===== src/rtl/instr_fetch_unit.sv =====
// Instruction fetch unit: owns the PC, fetches over a req/ack handshake into an
// instruction register, applies branch/jump decisions and traps misaligned targets.
module instr_fetch_unit #(
    parameter logic [31:0] RESET_PC = 32'h0000_0000
) (
    input  logic        clk,
    input  logic        rst,
    output logic        imem_req,
    output logic [31:0] imem_addr,
    input  logic        imem_ack,
    input  logic [31:0] imem_rdata,
    output logic [31:0] instr,
    output logic [6:0]  opc,
    output logic [2:0]  f3,
    output logic        instr_valid,
    output logic [31:0] PC,
    output logic [31:0] PC_plus4,
    input  logic        PC_src,
    input  logic        is_jalr,
    input  logic [31:0] imm_ext,
    input  logic [31:0] alu_result,
    input  logic        stall,
    output logic        commit,
    output logic        misaligned,
    output logic [31:0] retire_count
);

    typedef enum logic [1:0] {
        ST_IDLE  = 2'd0,
        ST_FETCH = 2'd1,
        ST_EXEC  = 2'd2,
        ST_TRAP  = 2'd3
    } state_t;

    localparam logic [31:0] NOP_INSTR = 32'h0000_0013;

    state_t      state_q, state_d;
    logic [31:0] pc_q, pc_d;
    logic [31:0] instr_q, instr_d;
    logic        misaligned_q, misaligned_d;
    logic [31:0] retire_count_q, retire_count_d;
    logic [31:0] pc_plus4_s;
    logic [31:0] next_pc_s;
    logic        commit_s;

    function automatic logic word_aligned(input logic [31:0] addr);
        return (addr[1:0] == 2'b00);
    endfunction

    assign pc_plus4_s   = pc_q + 32'd4;
    assign commit_s     = (state_q == ST_EXEC) && !stall;

    assign imem_req     = (state_q == ST_FETCH);
    assign imem_addr    = pc_q;
    assign instr        = instr_q;
    assign opc          = instr_q[6:0];
    assign f3           = instr_q[14:12];
    assign instr_valid  = (state_q == ST_EXEC);
    assign PC           = pc_q;
    assign PC_plus4     = pc_plus4_s;
    assign commit       = commit_s;
    assign misaligned   = misaligned_q;
    assign retire_count = retire_count_q;

    // Next-PC candidate; jalr clears bit 0 of the ALU result before the alignment check
    always_comb begin
        next_pc_s = pc_plus4_s;
        if (PC_src) begin
            if (is_jalr) begin
                next_pc_s = alu_result & 32'hFFFF_FFFE;
            end else begin
                next_pc_s = pc_q + imm_ext;
            end
        end else begin
            next_pc_s = pc_plus4_s;
        end
    end

    // FSM next-state and architectural register updates
    always_comb begin
        state_d        = state_q;
        pc_d           = pc_q;
        instr_d        = instr_q;
        misaligned_d   = misaligned_q;
        retire_count_d = retire_count_q;
        case (state_q)
            ST_IDLE: begin
                state_d = ST_FETCH;
            end
            ST_FETCH: begin
                if (imem_ack) begin
                    instr_d = imem_rdata;
                    state_d = ST_EXEC;
                end else begin
                    state_d = ST_FETCH;
                end
            end
            ST_EXEC: begin
                if (commit_s) begin
                    if (word_aligned(next_pc_s)) begin
                        pc_d           = next_pc_s;
                        retire_count_d = retire_count_q + 32'd1;
                        state_d        = ST_FETCH;
                    end else begin
                        // Faulting instruction does not retire and the PC stays on it
                        misaligned_d = 1'b1;
                        state_d      = ST_TRAP;
                    end
                end else begin
                    state_d = ST_EXEC;
                end
            end
            ST_TRAP: begin
                state_d = ST_TRAP;
            end
            default: begin
                state_d = ST_IDLE;
            end
        endcase
    end

    // State and datapath registers with asynchronous active-low reset
    always_ff @(posedge clk or negedge rst) begin
        if (!rst) begin
            state_q        <= ST_IDLE;
            pc_q           <= RESET_PC;
            instr_q        <= NOP_INSTR;
            misaligned_q   <= 1'b0;
            retire_count_q <= 32'd0;
        end else begin
            state_q        <= state_d;
            pc_q           <= pc_d;
            instr_q        <= instr_d;
            misaligned_q   <= misaligned_d;
            retire_count_q <= retire_count_d;
        end
    end

endmodule


===== config.mk =====
export PLATFORM = sky130hd
export DESIGN_NAME = instr_fetch_unit
export DESIGN_NICKNAME = d
export VERILOG_FILES = /design/src/rtl/instr_fetch_unit.sv
export SDC_FILE = /design/constraint.sdc
export NUM_CORES = 1
export LEC_CHECK = 0
export CELL_PAD_IN_SITES_DETAIL_PLACEMENT = 1
export CELL_PAD_IN_SITES_GLOBAL_PLACEMENT = 1
export CORE_UTILIZATION = 36
export CTS_BUF_LIST = sky130_fd_sc_hd__clkbuf_4 sky130_fd_sc_hd__clkbuf_8
export CTS_CLUSTER_DIAMETER = 150
export DETAILED_ROUTE_END_ITERATION = 12
export HOLD_SLACK_MARGIN = 0.02
export PLACE_DENSITY_LB_ADDON = 0.1
export SETUP_SLACK_MARGIN = 0.15
export SYNTH_ARGS = -nofsm -noshare
export SYNTH_HDL_FRONTEND = slang
export SYNTH_SLANG_ARGS = --single-unit

===== constraint.sdc =====
create_clock -name clk -period 4.35 [get_ports clk]
set_input_delay 0.87 -clock clk [delete_from_list [all_inputs] [get_ports clk]]
set_output_delay 0.87 -clock clk [all_outputs]
set_load 0.05 [all_outputs]

Yosys cells after proc, flatten, opt, wreduce, memory -nomap -nowiden
Cells that the tools add are included.

Input bits: 102. Word-level logic and storage cells: 25. Bits in registers: 99.

Reduce and logical (&&, ||, !) cells: 7. Equality and inequality tests: 3. Add/subtract/negate cells: 3. Muxes and demuxes: 6. Bitwise gates (word level): 1.

Operators by type and width (number): 32-bit 2-to-1 mux (2); 32-bit by 1-bit adder with 32-bit output (second input constant) (1); 32-bit by 3-bit adder with 32-bit output (second input constant) (1); 32-bit adder (1); 2-bit case mux with 4 select lines (1); 2-bit 2-to-1 mux (3); 3-bit AND reduction (2); 2-bit == test (second input constant) (2); 2-bit logical NOT (2); 2-bit by 1-bit == test with 1-bit output (second input constant) (1); 2-bit AND reduction (1); 1-bit logical AND (1); 1-bit logical NOT (1); 1-bit inverter (1).

Longest topological paths before layout
Gate-level depths: netlist of the first run.

Word-level depth: 7. Mapped depth: 10. Depth with buffers taken out: 9.

Worst setup path after synthesis of the first run
Ideal clock, no wire load.

Path kind: reg-to-output. Start point: reg pc_q[2], in the netlist PC[2]. End point: out PC_plus4[30]. Path slack: 534 ps. Required time: 3480 ps. Data arrival time: 2946 ps. Stages on the path, launching flop included: 7. Path through: dfrtp_1 -> ha_1 -> nand4_1 -> nor4_1 -> nand2_1 -> nor2_1 -> xor2_1.

Cells in the longest elaborated chain, start to end: 1.

RTL lines: from (decl) (RTL line 38) `logic [31:0] pc_q, pc_d;`; from (signal assigned) (RTL line 132) `pc_q <= pc_d;`; 32-bit by 3-bit adder with 32-bit output (RTL line 50) `assign pc_plus4_s = pc_q + 32'd4;`; to (decl) (RTL line 17) `output logic [31:0] PC_plus4,`.

No other way between the ends.

Worst setup path in the final report of the first run
Start point: reg pc_q[9], in the netlist PC[9]. End point: out PC_plus4[27].

The elaborated chain is that of the path after synthesis.

==> impl_metrics.ini, run 1 <==
[outcome]
outcome = complete, no violations

[synthesis]
synthCells = 842
synth_top_area_share_pct = 32.5
yosysSeqAreaShare_pct = 33.6
synth_edf_count = 0
syn-num-nets = 978
synth_ff_type = dfrtp_1
synth_cell_types = 73
synth_top_area_cell = dfrtp_1
synth.cell_area_um2 = 7380
synth-seq-cells = 99
synth.yosys.warnings = 0
syn_area_per_cell_um2 = 8.77
yosys-top-cells-area = dfrtp_1 (33%), ha_1 (5.6%), xnor2_1 (5.6%), mux2_2 (4.9%), buf_4 (4.6%)
ys_async_sr_fraction_pct = 100

[place]
hpwl_um = 20800
dpl_cell_area_um2 = 10100
place.gp.congestion = 0.878
numPortBuffers = 274

[route]
vias_per_cell = 5.51
wl_met2_um = 12800
wirelength_met1_um = 12600
dr_total_vias = 7408
wirelength_um = 26900
wl_per_cell_um = 20.0
antenna_left = 0
drcViolationCount = 0
top_layer = met4
wl_met3_um = 1070
drtIter0Drc = 263
first_pass_iters = 4

[floorplan]
chipWidth_um = 145
dieArea_um2 = 21100
die_h_um = 145
fp-row-count = 52
initial_core_util_pct = 36.6
core_area_um2 = 20200
pin_count = 276

[timing]
holdWs_ns = 0.477
drv_slew = 0
finalSetupViolCount = 0
min_period_over_period_pct = 93.0
fmax_ghz = 0.247
fin_tns_setup_ns = 0
hold_viol = 0
fin_skew_ns = 0.0216
rsz0062_at_grt = no
slew_headroom_pct = 52.7
tightest_slew_ns = 0.707
fin_crit_ns = 4.04

[critical_path]
regToRegStartpoint = PC[0]
arrival_ns = 3.17
critPathRequiredTime_ns = 3.48
worst_r2r_path_depth = 9
crit_start = PC[9]
reg2reg_slack_ns = 1.26
setup.worst_path.end = PC_plus4[27]
critPathLaunchType = flip-flop
r2r_end = retire_count[13]
cp-end-kind = output port
path_class = reg2out
critPathMaxFanout = 7

[grt]
grt_overflow = 0
grt_pass1_vias = 7480
antenna_found_initial = 0
grt_start_max_net_pins = 58
grt_pass1_wl_um = 42900
grt.total_usage_pct = 25.8

[cts]
clk_latency_ns = 0.38
cts_tree = done
cts_setup_buffers = 0
cts.path.max_buffers = 2
postCtsResizedCells = 1
numClockSinks = 99
cts_hold_buf = 0
root_buffer = clkbuf_8
cts_buffers = 9
cts-htree-levels = 3
clk_pin_slew_ns = 0.12

[final_layout]
fillCellCount = 2400
antenna_cells = 0
nets = 1206
multiInputGateArea_um2 = 4360
area_growth_pct = 40.2
final_cell_mix = clkdlybuf4s50_1 (260), dfrtp_1 (96), nand2_1 (87)
register_area_um2 = 2480
mostFrequentLayoutCell = clkdlybuf4s50_1
stdcell_area_um2 = 10300
drive_gt1_share_pct = 9.40

[pwr]
total_power_mw = 7.72
powerDensity_nw_per_um2 = 746
p_leak_nw = 4.24
vdd_drop_max_mv = 0.356

[job]
maxCapViolations = 0

[hold_path]
hp-class = reg2reg
state kept, by name (all words and copies together) (netlist names):
name	cells
PC	32
instr	32
retire_count	32
state_q	2
misaligned	1
through the flow:
stage               cells  util [%]  worst slack, ns
floorplan             842         -            0.534
global placement     1329      50.3            0.511
detailed placement   1329      50.3            0.384
CTS                  1345      51.2            0.158
global route         1345      51.3            0.147
finish               1345      51.3            0.306
power by group:
part / switching [mW] / total [mW] / leakage [nW] / internal (mW)
registers: 0.389 / 1.61 / 1.26 / 1.23
clock network: 0.366 / 0.587 / 0.0882 / 0.221
logic: 3.62 / 5.52 / 2.89 / 1.90
worst max-delay path, stage by stage, from the launching register on:
cell and delay [ns]:
dfrtp_1 0.51, nand3_2 0.20, or3_4 0.48, or4_1 0.59, xnor2_1 0.17, clkdlybuf4s50_1 0.82
layer usage:
metal  track usage, %  up-vias
met5                0        -
met4             7.11        0
met3             2.64       25
met2             43.0      227
met1             35.5     3673
li1                 -     3483
worst min-delay path by stage:
| stage | start | endpoint | cells after the start |
|---|---|---|---|
| after floorplan | state_q[1] | state_q[1] | 2 |
| after detailed placement | misaligned | misaligned | 1 |
| after CTS | misaligned | misaligned | 1 |
| final | misaligned | misaligned | 1 |
| after global placement | misaligned | misaligned | 1 |
| after global routing | misaligned | misaligned | 1 |
synth_stat cells (all sizes together), types with 7 or more instances:
cell     n
dfrtp   96
nand2   87
o21ai   58
buf     56
nor2    54
a21oi   47
xnor2   47
nand3   39
ha      33
mux2    32
xor2    28
clkbuf  25
nand4   20
nor3    19
and3    14
inv     13
a21o    11
o21a    10
and2     9
and4     9
nor4     9
o211ai   9
or3      9
a31oi    8
nor2b    8
o22ai    8
a22oi    7
logic make-up after synthesis:
| group | after synthesis | synth area share (%) |
|---|---|---|
| compound gates | 213 | 18.9 |
| xor+xnor | 75 | 8.90 |
| fa+ha+maj | 34 | 5.86 |
| buf+inv | 94 | 7.37 |
| flops | 99 | 33.6 |
| mux | 37 | 5.56 |
| simple gates | 290 | 19.8 |
area by class of cell:
| class | instances | share of cell area (%) |
|---|---|---|
| Multi-Input combinational cell | 649 | 42.2 |
| Timing Repair Buffer | 298 | 28.4 |
| Sequential cell | 99 | 24.0 |
| Tap cell | 270 | 3.26 |
| Clock buffer | 10 | 1.27 |
| Clock inverter | 6 | 0.472 |
| Inverter | 13 | 0.472 |
(Power assumes the default switching activity.)
==> run 2, diff against run 1 <==
CORE_MARGIN = 10   (was default)
==> run 2 against run 1 <==
  * Die area increased by 26%
  * Global-route usage is 4.7 points lower
  * Highest routed layer unchanged
  * Core utilization shrank 0.18 points
  * Largest cell class unchanged
  * Critical endpoint is now PC_plus4[15]
  * Cell count is essentially flat
  * Clock power increased by 1%
  * Combinational power hardly changed
  * Critical path type unchanged
==> impl_metrics.ini, run 2 (synthesis gave the netlist of run 1 again) <==
[outcome]
outcome = complete, no violations

[cts]
numClockSinks = 99
cts_buffers = 9
postCtsResizedCells = 1
cts_hold_buf = 0
cts-htree-levels = 3
clk_pin_slew_ns = 0.11
root_buffer = clkbuf_8
cts_setup_buffers = 0
cts_tree = done
cts.path.max_buffers = 2
clk_latency_ns = 0.38

[timing]
fin_tns_setup_ns = 0
fin_crit_ns = 4.06
hold_viol = 0
rsz0062_at_grt = no
drv_slew = 0
fmax_ghz = 0.246
tightest_slew_ns = 0.850
fin_skew_ns = 0.0147
min_period_over_period_pct = 93.3
finalSetupViolCount = 0
slew_headroom_pct = 42.8

[hold_path]
holdPathStages = 1
hp-class = reg2reg
worstHoldStart = retire_count[31]
hold_end = retire_count[31]

[grt]
gr-max-usage-layer = met2
antenna_found_initial = 1
grtUsageMet1_pct = 27.3
grtUsageMet3_pct = 4.51
grt_start_max_net_pins = 58
grt_use_met2_pct = 35.5
grt_overflow = 0
grt_pass1_vias = 7575
grt_pass1_wl_um = 44800
grt.total_usage_pct = 21.1

[critical_path]
critPathRequiredTime_ns = 3.48
regToRegStartpoint = PC[10]
cp_cell_sequence = and3_1 > nand3_1 > buf_4 > nor3_1 > buf_4 > nand3_1 > xnor2_1 > clkdlybuf4s50_1
worst_r2r_path_depth = 8
cp-end-kind = output port
reg2reg_slack_ns = 1.21
cp_slowest_cell = clkdlybuf4s50_1
arrival_ns = 3.19
path_class = reg2out
critPathMaxStageDelay_ns = 0.86
crit_family = buffers and inverters
critPathLaunchType = flip-flop
critPathBufInv = 3
critPathMaxFanout = 8
r2r_end = PC[29]

[place]
place.gp.congestion = 0.857
numPortBuffers = 274
dp_cells = 1329
hpwl_um = 23000
dpl_cell_area_um2 = 10100

[final_layout]
stdcell_count = 1346
nets = 1206
mostFrequentLayoutCell = clkdlybuf4s50_1
stdcell_area_um2 = 10300
area_growth_pct = 40.1
final_cell_mix = clkdlybuf4s50_1 (256), dfrtp_1 (96), nand2_1 (87)
fillCellCount = 2341
drive_gt1_share_pct = 9.58

[pwr]
p_leak_nw = 4.26
powerDensity_nw_per_um2 = 749
vdd_drop_max_mv = 0.379

[floorplan]
fp-row-count = 52
initial_core_util_pct = 36.5
pin_count = 276
dieArea_um2 = 26600
core_area_um2 = 20200
chipWidth_um = 163
die_h_um = 163

[route]
drcViolationCount = 0
vias_per_cell = 5.42
drtIter0Drc = 448
first_pass_iters = 4
wirelength_um = 28900
wl_per_cell_um = 21.5
antenna_left = 0
dr_total_vias = 7294

[job]
maxCapViolations = 0
==> run 2: cell types whose count changed in the layout (fill, tap and decap cells not counted), moves of 2 or more <==
cell,delta
clkdlybuf4s50_1,-4
buf_4,+3
clkinv_4,+2
clkinvlp_4,-2
==> run 2: worst max path at each step <==
| stage | startpoint | to | slack, ns | cells after the start |
|---|---|---|---|---|
| 3_5_place_dp | imm_ext[0] | PC[25] | 0.49 | 10 |
| 3_3_place_gp | imm_ext[0] | PC[25] | 0.51 | 10 |
| 6_report | PC[2] | PC_plus4[15] | 0.29 | 8 |
| 4_1_cts | PC[2] | PC_plus4[16] | 0.16 | 8 |
| 2_1_floorplan | PC[2] | PC_plus4[30] | 0.53 | 6 |
| 5_1_grt | PC[2] | PC_plus4[15] | 0.20 | 8 |
==> run 2: area by class of cell <==
| cell class | count | area [µm²] | share of cell area (%) |
|---|---|---|---|
| clock buffers | 10 | 131 | 1.27 |
| well taps | 270 | 338 | 3.27 |
| diodes | 1 | 2.50 | 0.0242 |
| clock inverters | 6 | 55.1 | 0.532 |
| multi-input cells | 649 | 4360 | 42.1 |
| inverters | 13 | 48.8 | 0.472 |
| repair buffers | 298 | 2930 | 28.3 |
| flip-flops and latches | 99 | 2480 | 24.0 |
==> run 2: report_power, final <==
group / switching [mW] / internal (mW)
clock: 0.368 / 0.226
sequential: 0.397 / 1.22
combinational: 3.65 / 1.89
==> run 2: metal layers <==
metal	part of all wire, %	vias up
li1	-	3490
met1	44	3552
met2	48	234
met3	6.4	18
met4	1.2	0
met5	0	-
==> run 2: metrics by stage <==
step	setup WS, ns	power, mW	utilization, %	hold WS, ns
6_report	0.293	7.75	51.1	0.478
2_1_floorplan	0.534	5.49	-	0.476
4_1_cts	0.156	7.82	51.0	0.484
3_5_place_dp	0.490	7.20	50.1	0.461
3_3_place_gp	0.506	7.16	50.1	0.453
5_1_grt	0.197	8.20	51.1	0.492
==> run 3, diff against run 2 <==
CELL_PAD_IN_SITES_DETAIL_PLACEMENT = 0   (was 1)
CELL_PAD_IN_SITES_GLOBAL_PLACEMENT = 2   (was 1)
CORE_UTILIZATION = 28   (was 36)
clock period = 4.8 ns   (was 4.35 ns; I/O delays follow)
==> run 3 against run 2 <==
  * Setup slack improved by 0.11 ns
  * Die area up 25%
  * Cell count rose by 4.4%
  * First-iteration DRC count up 2.9%
  * Global-route usage fell by 3.7 points
  * Power fell by 9.3%
==> impl_metrics.ini, run 3 (synthesis gave the netlist of run 1 again) <==
[outcome]
outcome = complete, no violations

[final_layout]
final_cell_mix = clkdlybuf4s50_1 (270), dfrtp_1 (96), nand2_1 (87)
area_growth_pct = 40.6
drive_gt1_share_pct = 8.50
mostFrequentLayoutCell = clkdlybuf4s50_1
nets = 1201
antenna_cells = 0

[route]
first_pass_iters = 5
drtIter0Drc = 461
drcViolationCount = 0
antenna_left = 0
vias_per_cell = 5.07
dr_total_vias = 7124
wirelength_um = 29700
wl_per_cell_um = 21.1

[critical_path]
critPathBufInv = 1
critPathMaxFanout = 7
critPathLaunchType = flip-flop
cp_slowest_cell = clkdlybuf4s50_1
path_class = reg2out
cp-end-kind = output port
cp_cell_sequence = nand3_2 > or3_4 > or4_1 > nor2_1 > xor2_1 > clkdlybuf4s50_1
reg2reg_slack_ns = 1.68
arrival_ns = 3.43
critPathMaxStageDelay_ns = 0.83
critPathRequiredTime_ns = 3.84
regToRegStartpoint = PC[0]
worst_r2r_path_depth = 10
r2r_end = PC[24]
crit_family = simple AND/OR/NAND/NOR gates

[pwr]
p_leak_nw = 4.14
powerDensity_nw_per_um2 = 677
vdd_drop_max_mv = 0.527

[grt]
antenna_found_initial = 0
grt_overflow = 0
grt_pass1_wl_um = 45800
grt_start_max_net_pins = 60
grt_pass1_vias = 7309
grt.total_usage_pct = 17.4

[floorplan]
dieArea_um2 = 33300
core_area_um2 = 26000
die_h_um = 182
pin_count = 276
fp-row-count = 59
chipWidth_um = 182
initial_core_util_pct = 28.4

[cts]
postCtsResizedCells = 0
root_buffer = clkbuf_8
cts_tree = done
cts-htree-levels = 3
numClockSinks = 99
clk_pin_slew_ns = 0.12
cts_buffers = 9
cts_setup_buffers = 0
cts.path.max_buffers = 2
clk_latency_ns = 0.39
cts_hold_buf = 0

[timing]
rsz0062_at_grt = no
fin_tns_setup_ns = 0
hold_viol = 0
drv_slew = 0
fin_crit_ns = 4.39
fmax_ghz = 0.228
fin_skew_ns = 0.0257
slew_headroom_pct = 43.4
min_period_over_period_pct = 91.5
tightest_slew_ns = 0.847
holdWs_ns = 0.486
finalSetupViolCount = 0

[place]
place.gp.congestion = 0.810
numPortBuffers = 274
hpwl_um = 23500

[job]
maxCapViolations = 0

[hold_path]
holdPathStages = 1
worstHoldStart = retire_count[31]
hp-class = reg2reg
hold_end = retire_count[31]
==> run 3: cell type report <==
type	count	area, µm²
Timing Repair Buffer	293	2890
Sequential cell	99	2480
Tap cell	335	419
Clock inverter	6	53.8
Clock buffer	10	131
Fill cell	2655	15600
Multi-Input combinational cell	649	4360
Inverter	13	48.8
==> run 3: power by group <==
part	internal (mW)	switching, mW	total (mW)	leakage (nW)
clock network	0.206	0.350	0.555	0.0932
registers	1.11	0.367	1.48	1.26
logic	1.70	3.29	5.00	2.80
total	3.02	4.01	7.03	4.14
==> run 3: worst max-delay path by stage <==
stage / to / slack, ns / from / depth (start not counted)
floorplan: PC_plus4[30] / 0.89 / PC[2] / 6
global placement: PC[31] / 0.75 / imm_ext[0] / 11
detailed placement: PC[24] / 0.74 / imm_ext[0] / 11
CTS: PC_plus4[29] / 0.35 / PC[8] / 6
global route: PC_plus4[28] / 0.22 / PC[2] / 7
finish: PC_plus4[29] / 0.41 / PC[9] / 6
==> run 3: per-layer routing <==
layer | share of wire, % | up-vias | global-route usage (%) | routed length (µm)
met2 | 46 | 239 | 28.2 | 13700
li1 | - | 3476 | - | -
met4 | 0.71 | 0 | 3.03 | 210
met3 | 6.7 | 12 | 4.51 | 1990
met1 | 46 | 3397 | 22.9 | 13800
met5 | 0 | - | 0 | 0
==> run 3: through the flow <==
stage	instances	setup WS [ns]	total power [mW]	instance area, µm²	util, %
after detailed placement	1389	0.744	6.53	10200	39.2
after global routing	1405	0.217	7.46	10400	39.9
after floorplan	842	0.894	4.98	7380	-
after global placement	1389	0.754	6.54	10200	39.2
after CTS	1405	0.351	7.11	10400	39.9
final	1405	0.407	7.03	10400	39.9
==> run 3: worst reg2reg max path, stage by stage, from the launching register on <==
cell	delay, ns
dfrtp_1	0.46
ha_1	0.27
fa_1	0.48
nor3_1	0.15
o21ai_1	0.18
a21o_1	0.30
buf_4	0.23
nor2_2	0.51
nand2_1	0.11
a311oi_1	0.26
a211oi_1	0.09
